### src/rtl/count_uart_pkg.sv
// Shared state encoding, pin map and byte helper for the event counter
// that reports its value over a UART line.
package count_uart_pkg;

  typedef enum logic [1:0] {
    IDLE  = 2'd0,
    START = 2'd1,
    DATA  = 2'd2,
    STOP  = 2'd3
  } tx_state_e;

  // ui_in bit positions
  localparam int UI_EVENT = 0;
  localparam int UI_SEND  = 1;
  localparam int UI_CLEAR = 2;

  // uo_out bit positions
  localparam int UO_TX    = 0;
  localparam int UO_BUSY  = 1;
  localparam int UO_OVF   = 2;

  // start + 8 data + stop
  localparam int FRAME_BITS = 10;
  localparam int CNT_BYTES  = 2;

  // Byte 0 is the high byte, byte 1 the low byte of a 16-bit count.
  function automatic logic [7:0] count_byte(input logic [15:0] value, input logic idx);
    return idx ? value[7:0] : value[15:8];
  endfunction

endpackage

### src/rtl/count_uart_if.sv
// Byte handshake between the sequencer and the 8N1 serializer, plus a
// bundle of the standard user-module pins for harness wiring.
interface count_uart_if;
  logic       start;
  logic [7:0] data;
  logic       busy;
  logic       done;
  logic       tx;

  modport master (output start, output data, input busy, input done, input tx);
  modport slave  (input start, input data, output busy, output done, output tx);
endinterface


### src/rtl/count_uart_tx_byte.sv
// 8N1 serializer. A start request seen on the final stop-bit cycle chains
// straight into the next start bit so consecutive bytes have no idle gap.
module count_uart_tx_byte
  import count_uart_pkg::*;
#(
  parameter int CLKS_PER_BIT = 16
) (
  input  logic         clk,
  input  logic         rst_n,
  count_uart_if.slave  link
);

  localparam int BAUD_W = $clog2(CLKS_PER_BIT);
  localparam logic [BAUD_W-1:0] BAUD_LAST = BAUD_W'(CLKS_PER_BIT - 1);

  tx_state_e         state_reg, state_next;
  logic [BAUD_W-1:0] baud_reg, baud_next;
  logic [2:0]        bit_reg, bit_next;
  logic [7:0]        data_reg, data_next;
  logic              baud_last;

  assign baud_last = (baud_reg == BAUD_LAST);

  always_ff @(posedge clk) begin
    if (!rst_n) begin
      state_reg <= IDLE;
      baud_reg  <= '0;
      bit_reg   <= '0;
      data_reg  <= '0;
    end else begin
      state_reg <= state_next;
      baud_reg  <= baud_next;
      bit_reg   <= bit_next;
      data_reg  <= data_next;
    end
  end

  always_comb begin
    state_next = state_reg;
    baud_next  = baud_reg + 1'b1;
    bit_next   = bit_reg;
    data_next  = data_reg;
    link.tx    = 1'b1;
    link.done  = 1'b0;
    link.busy  = (state_reg != IDLE);

    unique case (state_reg)
      IDLE: begin
        baud_next = '0;
        if (link.start) begin
          state_next = START;
          data_next  = link.data;
        end
      end
      START: begin
        link.tx = 1'b0;
        if (baud_last) begin
          state_next = DATA;
          baud_next  = '0;
          bit_next   = '0;
        end
      end
      DATA: begin
        link.tx = data_reg[bit_reg];
        if (baud_last) begin
          baud_next = '0;
          if (bit_reg == 3'd7) begin
            state_next = STOP;
          end else begin
            bit_next = bit_reg + 3'd1;
          end
        end
      end
      STOP: begin
        link.tx = 1'b1;
        if (baud_last) begin
          link.done = 1'b1;
          baud_next = '0;
          if (link.start) begin
            state_next = START;
            data_next  = link.data;
          end else begin
            state_next = IDLE;
          end
        end
      end
      default: begin
        state_next = IDLE;
      end
    endcase
  end

endmodule

### src/rtl/tt_um_claudiotalarico_count_uart.sv
// Counts synchronized rising edges on an event pin and, on request, sends a
// snapshot of the count as two UART bytes, high byte first.
module tt_um_claudiotalarico_count_uart
  import count_uart_pkg::*;
#(
  parameter int CLKS_PER_BIT = 16,
  parameter int CNT_W        = 16
) (
  input  logic       clk,
  input  logic       rst_n,
  input  logic       ena,
  input  logic [7:0] ui_in,
  output logic [7:0] uo_out,
  input  logic [7:0] uio_in,
  output logic [7:0] uio_out,
  output logic [7:0] uio_oe
);

  logic [2:0] sync_level;
  logic [2:0] sync_rise;

  // Two flops for metastability, a third holds the previous level for edges.
  genvar gi;
  for (gi = 0; gi < 3; gi++) begin : g_sync
    logic meta_reg, sync_reg, prev_reg;

    always_ff @(posedge clk) begin
      if (!rst_n) begin
        meta_reg <= 1'b0;
        sync_reg <= 1'b0;
        prev_reg <= 1'b0;
      end else begin
        meta_reg <= ui_in[gi];
        sync_reg <= meta_reg;
        prev_reg <= sync_reg;
      end
    end

    assign sync_level[gi] = sync_reg;
    assign sync_rise[gi]  = sync_reg & ~prev_reg;
  end

  logic             ev_rise, req_rise, clr_level;
  logic [CNT_W-1:0] count_reg, count_next;
  logic             ovf_reg, ovf_next;
  logic [CNT_W-1:0] snapshot_reg, snapshot_next;
  logic             byte_idx_reg, byte_idx_next;
  logic             accept;

  assign ev_rise   = sync_rise[UI_EVENT];
  assign req_rise  = sync_rise[UI_SEND];
  assign clr_level = sync_level[UI_CLEAR];

  count_uart_if link ();

  count_uart_tx_byte #(
    .CLKS_PER_BIT(CLKS_PER_BIT)
  ) u_tx (
    .clk   (clk),
    .rst_n (rst_n),
    .link  (link)
  );

  // Clear wins over a simultaneous increment.
  always_comb begin
    count_next = count_reg;
    ovf_next   = ovf_reg;
    if (clr_level) begin
      count_next = '0;
      ovf_next   = 1'b0;
    end else if (ev_rise) begin
      count_next = count_reg + 1'b1;
      if (&count_reg) begin
        ovf_next = 1'b1;
      end
    end
  end

  // A new frame sends the live count's high byte directly; the low byte
  // comes from the snapshot so later events cannot leak into the frame.
  always_comb begin
    accept        = req_rise & ~link.busy;
    link.start    = accept | (link.done & ~byte_idx_reg);
    link.data     = accept ? count_byte(count_reg, 1'b0) : count_byte(snapshot_reg, 1'b1);
    snapshot_next = accept ? count_reg : snapshot_reg;
    byte_idx_next = byte_idx_reg;
    if (accept) begin
      byte_idx_next = 1'b0;
    end else if (link.done) begin
      byte_idx_next = ~byte_idx_reg;
    end
  end

  always_ff @(posedge clk) begin
    if (!rst_n) begin
      count_reg    <= '0;
      ovf_reg      <= 1'b0;
      snapshot_reg <= '0;
      byte_idx_reg <= 1'b0;
    end else begin
      count_reg    <= count_next;
      ovf_reg      <= ovf_next;
      snapshot_reg <= snapshot_next;
      byte_idx_reg <= byte_idx_next;
    end
  end

  always_comb begin
    uo_out          = '0;
    uo_out[UO_TX]   = link.tx;
    uo_out[UO_BUSY] = link.busy;
    uo_out[UO_OVF]  = ovf_reg;
  end

  assign uio_out = count_reg[7:0];
  assign uio_oe  = 8'hFF;

  logic unused_inputs;
  assign unused_inputs = &{1'b0, ena, uio_in, ui_in[7:3], sync_rise[UI_CLEAR],
                           sync_level[UI_EVENT], sync_level[UI_SEND]};

endmodule

### config.mk
export PLATFORM = sky130hd
export DESIGN_NAME = tt_um_claudiotalarico_count_uart
export DESIGN_NICKNAME = d
export VERILOG_FILES = /design/src/rtl/count_uart_pkg.sv /design/src/rtl/count_uart_if.sv /design/src/rtl/count_uart_tx_byte.sv /design/src/rtl/tt_um_claudiotalarico_count_uart.sv
export SDC_FILE = /design/constraint.sdc
export NUM_CORES = 1
export LEC_CHECK = 0
export BUFFER_PORTS_ARGS = -buffer_cell sky130_fd_sc_hd__buf_4
export CAP_MARGIN = 20
export CORE_ASPECT_RATIO = 0.7
export CORE_MARGIN = 2
export CORE_UTILIZATION = 55
export DETAILED_ROUTE_END_ITERATION = 8
export GPL_ROUTABILITY_DRIVEN = 0
export GPL_TIMING_DRIVEN = 0
export PLACE_DENSITY = 0.79
export SETUP_SLACK_MARGIN = 0.02
export SYNTH_ARGS = -nofsm -noshare
export SYNTH_HDL_FRONTEND = slang
export SYNTH_HIERARCHICAL = 1
export SYNTH_SLANG_ARGS = --single-unit
### constraint.sdc
create_clock -name clk -period 2.4 [get_ports clk]
set_input_delay 0.24 -clock clk [delete_from_list [all_inputs] [get_ports clk]]
set_output_delay 0.24 -clock clk [all_outputs]
set_load 0.005 [all_outputs]
==> results of run 1 <==
==> area by class of cell <==
type	count	area share (%)
Multi-Input combinational cell	201	43.05
Inverter	6	0.7996
Buffer	34	8.752
Sequential cell	51	36.25
Tap cell	55	2.443
Timing Repair Buffer	15	3.998
Clock buffer	6	2.577
Clock inverter	2	2.132
==> worst max-delay path: cells and delay by family, from the launching register on <==
kind | cells | cell delay, ns
AO/OA/AOI/OAI | 2 | 0.51
flip-flops | 1 | 0.41
AND/OR/NAND/NOR | 3 | 0.38
buffers and inverters | 2 | 0.26
adder cells (fa/ha/maj) | 1 | 0.23
multiplexers | 1 | 0.21
==> stage by stage <==
step | util [%] | worst slack, ns | area (µm²)
2_1_floorplan | - | 0.5345 | 2502
3_3_place_gp | 61.99 | 0.2464 | 2684
3_5_place_dp | 61.99 | 0.2254 | 2684
4_1_cts | 65.06 | 0.2023 | 2816
5_1_grt | 65.06 | 0.06161 | 2816
6_report | 65.06 | 0.3015 | 2816
==> final timing paths <==
kind	cells after the start	slack [ns]	end
setup reg to reg	9	0.30	u_tx/state_reg[1]
hold reg to reg	1	0.44	g_sync[1].sync_reg
setup / recovery	9	0.30	u_tx/state_reg[1]
hold / removal	2	0.13	g_sync[2].meta_reg
==> cell usage in the layout, fill, tap and decap left out, types with 2 or more instances in the layout <==
cell type and count:
a21oi_1 11, ha_1 9, buf_6 3, clkbuf_8 5
xnor2_1 3, a21boi_0 8, nand4_1 6, nand3_1 15
mux2i_1 4, inv_1 6, and2_1 9, nand2_1 50
nor2_1 17, or3_1 6, bufinv_16 2, o21ai_0 14
and4_1 2, nor2b_1 3, buf_2 2, and3_1 2
and3_2 2, nor3_1 2, clkbuf_1 5, conb_1 13
buf_4 40, nand2b_1 2, xor2_1 8, dfxtp_1 51
mux4_1 2
==> cell families (layout without fill, tap and decap cells) <==
family                     count (synthesis)  in the layout
xor gates and xnor gates                  11             11
other                                      2             13
adders and majority gates                  9              9
buffers and inverters                     40             63
AOI/OAI and AO/OA                         41             41
DFF                                       51             51
muxes                                      6              6
and+or+nand+nor                          121            121
==> report_power, final <==
group,leakage (nW),switching (mW),total [mW],internal (mW)
combinational,0.710,0.178,0.340,0.162
clock,0.0654,0.279,0.696,0.417
sequential,0.412,0.0194,0.889,0.869
==> layer usage <==
| layer | vias up | GRT usage (%) |
|---|---|---|
| li1 | 992 | - |
| met5 | - | 0 |
| met2 | 43 | 28.23 |
| met4 | 0 | 4.839 |
| met3 | 5 | 4.144 |
| met1 | 854 | 28.41 |
==> summary.md, run 1 <==
| Metric | Value |
|---|---|
| Critical Path Start | u_tx/state_reg[1] |
| Skew final | 0.01048 ns |
| GRT Total Usage | 19.10% |
| Iter 0 DRT Violations | 143 |
| Congestion Overflow GR | 0 |
| FP Rows | 20 |
| Leak pwr | 1.188 nW |
| Area Overhead vs Synth | 14.44% |
| Slowest Stage Delay on Critical Path | 0.41 ns |
| WL met1 | 2425 µm |
| Max FFs per register | 16 |
| # H-tree levels | 2 |
| Number of synthesized register bits | 51 |
| Placed insts | 362 |
| HP Start | ui_in[2] |
| CTS tree | built |
| Post-route clock period utilization | 87.44% |
| Sequential share of the synthesized area | 41.48% |
| Post-CTS resize count | 0 |
| Postcts setup bufs | 0 |
| Max Root-Sink Buffers | 2 |
| Antenna diode count | 0 |
| Clk slew on worst S/H paths | 0.10 ns |
| Multi-input combinational cell area | 1212 µm² |
| Die W | 83.96 µm |
| Critical path class | reg2reg |
| Crit path max fanout | 10 |
| Synthesized cell area | 2461 µm² |
| Core region area | 4329 µm² |
| Setup repair after global routing missed its margin | false |
| Synth Area in XOR/XNOR | 3.915% |
| Pin count of the biggest net entering global routing | 16 |
| Post-synthesis mux area share | 3.762% |
| Die area | 5034 µm² |
| Die height | 59.97 µm |
| Fmax | 0.4765 GHz |
| Critical-path top delay cell | dfxtp_1 |
| Avg Synthesized Cell Area | 8.758 µm² |
| Cell taking the most area after synthesis | dfxtp_1 |
| Synth Flop Type | dfxtp_1 |
| Max IR drop VDD | 0.3836 mV |
| Commonest cells in the netlist | dfxtp_1, nand2_1, buf_4 |
| Min-Delay Path Class | in2reg |
| Setup tns final | 0 ns |
| First-pass GRT wire length | 7603 µm |
| Num CTS Buffers | 5 |
| Filler cells | 362 |
| Type of origin of the critical path | flop |
| Reg-to-reg critical path startpoint | u_tx/state_reg[1] |
| Top Layer Used | met4 |
| Post-synthesis cell type count | 39 |
| Most common cell in the netlist | dfxtp_1 |
| Crit-path cells | inv_1 -> ha_1 -> inv_1 -> nor2_1 -> nand2_1 -> o21ai_1 -> o221ai_2 -> mux2i_1 -> nor2_1 |
| Worst Path Arrival | 2.30 ns |
| Vias per cell | 5.119 |
| DRT antenna net count | 0 |
| Largest family of logic cells by synthesized area | simple AND/OR/NAND/NOR gates |
| CTS root buffer | clkbuf_8 |
| Dpl hpwl | 3316 µm |
| Ratio of cells with drive above 1 in the final layout | 18.73% |
| Total Power | 1.925 mW |
| Fin. Hold Viols | 0 |
| Pre-Repair DR Iteration Count | 4 |
| Synth warnings | 6 |
| WP data required | 2.60 ns |
| Total power divided by cell area | 683.4 nW/µm² |
| Top-level I/O count | 43 |
| Vias | 1894 |
| Adder-Cell Fraction of Synth Area | 4.575% |
| Top cells by area, synth | dfxtp_1, buf_4, nand2_1 |
| DRC Markers | 0 |
| Hold WS | 0.1340 ns |
| Clock Latency Late Sink | 0.30 ns |
| Synth top area share | 41.48% |
| MaxCap Viol Count | 0 |
| Setup Viol. Count Final | 0 |
| Complex-gate fraction of the synthesized area | 10.68% |
| Final #Nets | 342 |
| Hold buffers post-CTS | 0 |
| Total wire length | 4473 µm |
| Vias in the first global route | 1653 |
| Simple-Gate Fraction of Synth Area | 24.35% |
| Met2 routed WL | 1798 µm |
| Port buffer count | 15 |
| Gate Count Post-Synth | 281 |
| Post-synthesis async set-or-reset flop share | 0% |
| Met3 wire length | 218 µm |
| Storage cell area | 1021 µm² |
| Crit. End Element | flop |
| Initial Utilization | 56.85% |
| Sink Count | 51 |
| Fin cells | 370 |
| Min Tclk post-route | 2.099 ns |
| Status | finished, final reports clean |
| Routed wire length per instance | 12.09 µm |
| Initial antenna violation count | 0 |
| Final Max Slew Viols | 0 |
| Post-synth EDFFs | 0 |
Power figures use the tool's default switching activity.
==> run 2, diff against run 1 <==
--- a/config.mk
+++ b/config.mk
@@ -5,6 +5,7 @@
 export SDC_FILE = /design/constraint.sdc
 export NUM_CORES = 1
 export LEC_CHECK = 0
+export ABC_AREA = 1
 export BUFFER_PORTS_ARGS = -buffer_cell sky130_fd_sc_hd__buf_4
 export CAP_MARGIN = 20
 export CORE_ASPECT_RATIO = 0.7
@@ -13,7 +14,7 @@
 export DETAILED_ROUTE_END_ITERATION = 8
 export GPL_ROUTABILITY_DRIVEN = 0
 export GPL_TIMING_DRIVEN = 0
-export PLACE_DENSITY = 0.79
+export PLACE_DENSITY = 0.78
 export SETUP_SLACK_MARGIN = 0.02
 export SYNTH_ARGS = -nofsm -noshare
 export SYNTH_HDL_FRONTEND = slang
==> summary.md, run 2 <==
| Metric | Value |
|---|---|
| Post-synthesis cell type count | 29 (-26%) |
| Postcts setup bufs | 0 (unchanged) |
| Routed wire length per instance | 10.55 µm (-13%) |
| Vias | 2295 (+21%) |
| Most common cell after layout, fill and taps aside | nand2_1 |
| Comb power frac | 20.4% (+2.7 points) |
| Avg Synthesized Cell Area | 7.032 µm² (-20%) |
| Vias per cell | 4.862 (-5.0%) |
| Final Max Slew Viols | 0 (unchanged) |
| Synth top area share | 38.31% (-3.2 points) |
| Placed insts | 462 (+28%) |
| Commonest cells in the netlist | nand2_1, dfxtp_1, inv_1 |
| Post-route clock period utilization | 86.83% (-0.61 points) |
| Gate Count Post-Synth | 379 (+35%) |
| Internal power | 1.369 mW (-5.5%) |
| Port buffer count | 15 (unchanged) |
| Setup tns final | 0 ns (unchanged) |
| Crit path max fanout | 10 (unchanged) |
| Critical path class | reg2reg |
| Initial Utilization | 56.35% (-0.50 points) |
| Number of synthesized register bits | 51 (unchanged) |
| Clock group share of total power | 32.5% (-3.6 points) |
| Core region area | 4730 µm² (+9.2%) |
| Post-synth EDFFs | 0 (unchanged) |
| Hold path depth | 3 (+1) |
| Top-level I/O count | 43 (unchanged) |
| Hold buffers post-CTS | 0 (unchanged) |
| Max IR drop VDD | 0.3812 mV (-0.63%) |
| Setup repair after global routing missed its margin | false |
| Initial antenna violation count | 0 (unchanged) |
| GRT met1 Usage | 30.59% (+2.2 points) |
| R2R Setup Slk | 0.32 ns (about the same) |
| Crit. End Element | flop |
| CTS tree | built |
| Die height | 62.24 µm (+3.8%) |
| Pre-CTS setup slack | 0.2837 ns (+0.05825 ns) |
| Leak pwr | 1.356 nW (+14%) |
| Sequential share of the synthesized area | 38.31% (-3.2 points) |
| Fin. Hold Viols | 0 (unchanged) |
| Clock Latency Late Sink | 0.30 ns (about the same) |
| CTS root buffer | clkbuf_8 |
| Status | finished, final reports clean |
| Min-Delay Path Class | in2reg |
| Top cells by area, synth | dfxtp_1, nand2_1, buf_4 |
| Sw Ratio | 27.87% (+3.1 points) |
| Post-route cell area | 3023 µm² (+7.3%) |
| Switching power total | 0.5292 mW (+11%) |
| Grt met3 use | 4.388% (+0.24 points) |
| Skew final | 0.005089 ns (-0.005394 ns) |
| Sink Count | 51 (unchanged) |
| Hold Path End | g_sync[0].meta_reg |
| Most common cell in the netlist | nand2_1 |
| Worst Path Arrival | 2.32 ns (+0.02 ns) |
| Die W | 87.20 µm (+3.9%) |
| Max Root-Sink Buffers | 2 (unchanged) |
| MaxCap Viol Count | 0 (unchanged) |
| Max FFs per register | 16 (unchanged) |
| Final #Nets | 442 (+29%) |
| Synth warnings | 6 (unchanged) |
| Clk slew on worst S/H paths | 0.09 ns (about the same) |
| Pre-Repair DR Iteration Count | 5 (+1) |
| R2R cell count | 12 (+3) |
| Reg-to-reg critical path startpoint | u_tx/state_reg[0] |
| Synthesized cell area | 2665 µm² (+8.3%) |
| Type of origin of the critical path | flop |
| Vias in the first global route | 1978 (+20%) |
| FP Rows | 21 (+5.0%) |
| Fin cells | 472 (+28%) |
| Post-DP Area | 2890 µm² (+7.7%) |
| HP Start | ui_in[0] |
| First-pass GRT wire length | 8652 µm (+14%) |
| GRT met2 Usage | 27.67% (-0.56 points) |
| Post-CTS resize count | 0 (unchanged) |
| Dpl hpwl | 3737 µm (+13%) |
| # H-tree levels | 2 (unchanged) |
| GRT Total Usage | 19.95% (+0.85 points) |
| Reg2reg end | u_tx/state_reg[0] |
| Pin count of the biggest net entering global routing | 16 (unchanged) |
| Sequential power share | 47.1% (+0.9 points) |
| Die area | 5427 µm² (+7.8%) |
| Area Overhead vs Synth | 13.43% |
| Ratio of cells with drive above 1 in the final layout | 16.87% (-1.9 points) |
| DRT antenna net count | 0 (unchanged) |
| Synth Flop Type | dfxtp_1 |
| Antenna diode count | 0 (unchanged) |
| Most frequent cells in the layout | nand2_1, dfxtp_1, inv_1, buf_4, nor2_1 |
| Congestion Overflow GR | 0 (unchanged) |
| Most used routing layer | met1 |
| Min Tclk post-route | 2.084 ns (-0.01465 ns) |
| Num CTS Buffers | 5 (unchanged) |
| PnR worst setup slack | 0.3161 ns (+0.01465 ns) |
| Post-synthesis async set-or-reset flop share | 0% (unchanged) |
| Cell taking the most area after synthesis | dfxtp_1 |
| WP data required | 2.64 ns (+0.04 ns) |
| Total power divided by cell area | 628.0 nW/µm² (-8.1%) |
| Setup Viol. Count Final | 0 (unchanged) |
| Iter 0 DRT Violations | 191 (+34%) |
| DRC Markers | 0 (unchanged) |
| Total wire length | 4981 µm (+11%) |
| Fmax | 0.4799 GHz (+0.70%) |
[run 2: critical path, stage by stage (launching register included)]
cell	delay, ns
dfxtp_1	0.36
inv_1	0.14
ha_1	0.18
inv_1	0.13
nor3_4	0.21
inv_1	0.12
buf_2	0.19
o21ai_0	0.11
buf_4	0.22
nand3_1	0.09
nand3b_1	0.09
nand3_1	0.07
a21oi_1	0.13
[run 2: power by group through the flow]
| stage | Combinational, mW | Sequential [mW] | Clock, mW |
|---|---|---|---|
| after detailed placement | 0.381 | 0.913 | 0 |
| after global routing | 0.442 | 0.898 | 0.666 |
| final | 0.388 | 0.894 | 0.617 |
| after global placement | 0.373 | 0.912 | 0 |
| after CTS | 0.383 | 0.893 | 0.633 |
| after floorplan | 0.291 | 0.907 | 0 |
[run 2: cell type report]
class / count / area [µm²]
well taps: 57 / 71.32
multi-input cells: 259 / 1276
inverters: 50 / 188.9
clock inverters: 2 / 35.03
fillers: 440 / 1707
clock buffers: 6 / 82.58
plain buffers: 30 / 220.2
flip-flops and latches: 51 / 1021
repair buffers: 17 / 127.6
[run 2: how the worst max path moves through the flow]
| stage | start | endpoint | cells past startpoint |
|---|---|---|---|
| after floorplan | u_tx/state_reg[0] | u_tx/state_reg[0] | 12 |
| after global placement | u_tx/state_reg[0] | u_tx/state_reg[0] | 12 |
| after detailed placement | u_tx/state_reg[0] | u_tx/state_reg[0] | 12 |
| after CTS | u_tx/state_reg[0] | u_tx/state_reg[0] | 12 |
| after global routing | u_tx/state_reg[0] | u_tx/state_reg[0] | 12 |
| final | u_tx/state_reg[0] | u_tx/state_reg[0] | 12 |
[run 2: kinds of logic (layout without fill, tap and decap cells)]
family                     count (synthesis)  after routing  synth area share (%)
AOI/OAI and AO/OA                         41             41                 7.981
DFF                                       51             51                 38.31
buffers and inverters                     80            105                 15.35
and+or+nand+nor                          193            193                 32.86
xor gates and xnor gates                   3              3                0.9861
other                                      2             13                0.2818
adders and majority gates                  9              9                 4.225
[run 2: metrics by stage]
stage / util, % / total power, mW / hold slack [ns]
finish: 63.92 / 1.898 / 0.1094
global route: 63.92 / 2.006 / 0.1058
CTS: 63.60 / 1.910 / 0.1049
detailed placement: 61.11 / 1.294 / 0.4078
global placement: 61.11 / 1.285 / 0.3922
floorplan: - / 1.198 / 0.3376
[run 2: routing by layer]
metal | routed length, µm | part of all wire (%) | vias to the layer above
met3 | 322 | 6.5 | 5
met1 | 2492 | 50 | 1004
met5 | 0 | 0 | -
met2 | 2122 | 43 | 60
met4 | 44 | 0.88 | 0
li1 | - | - | 1226
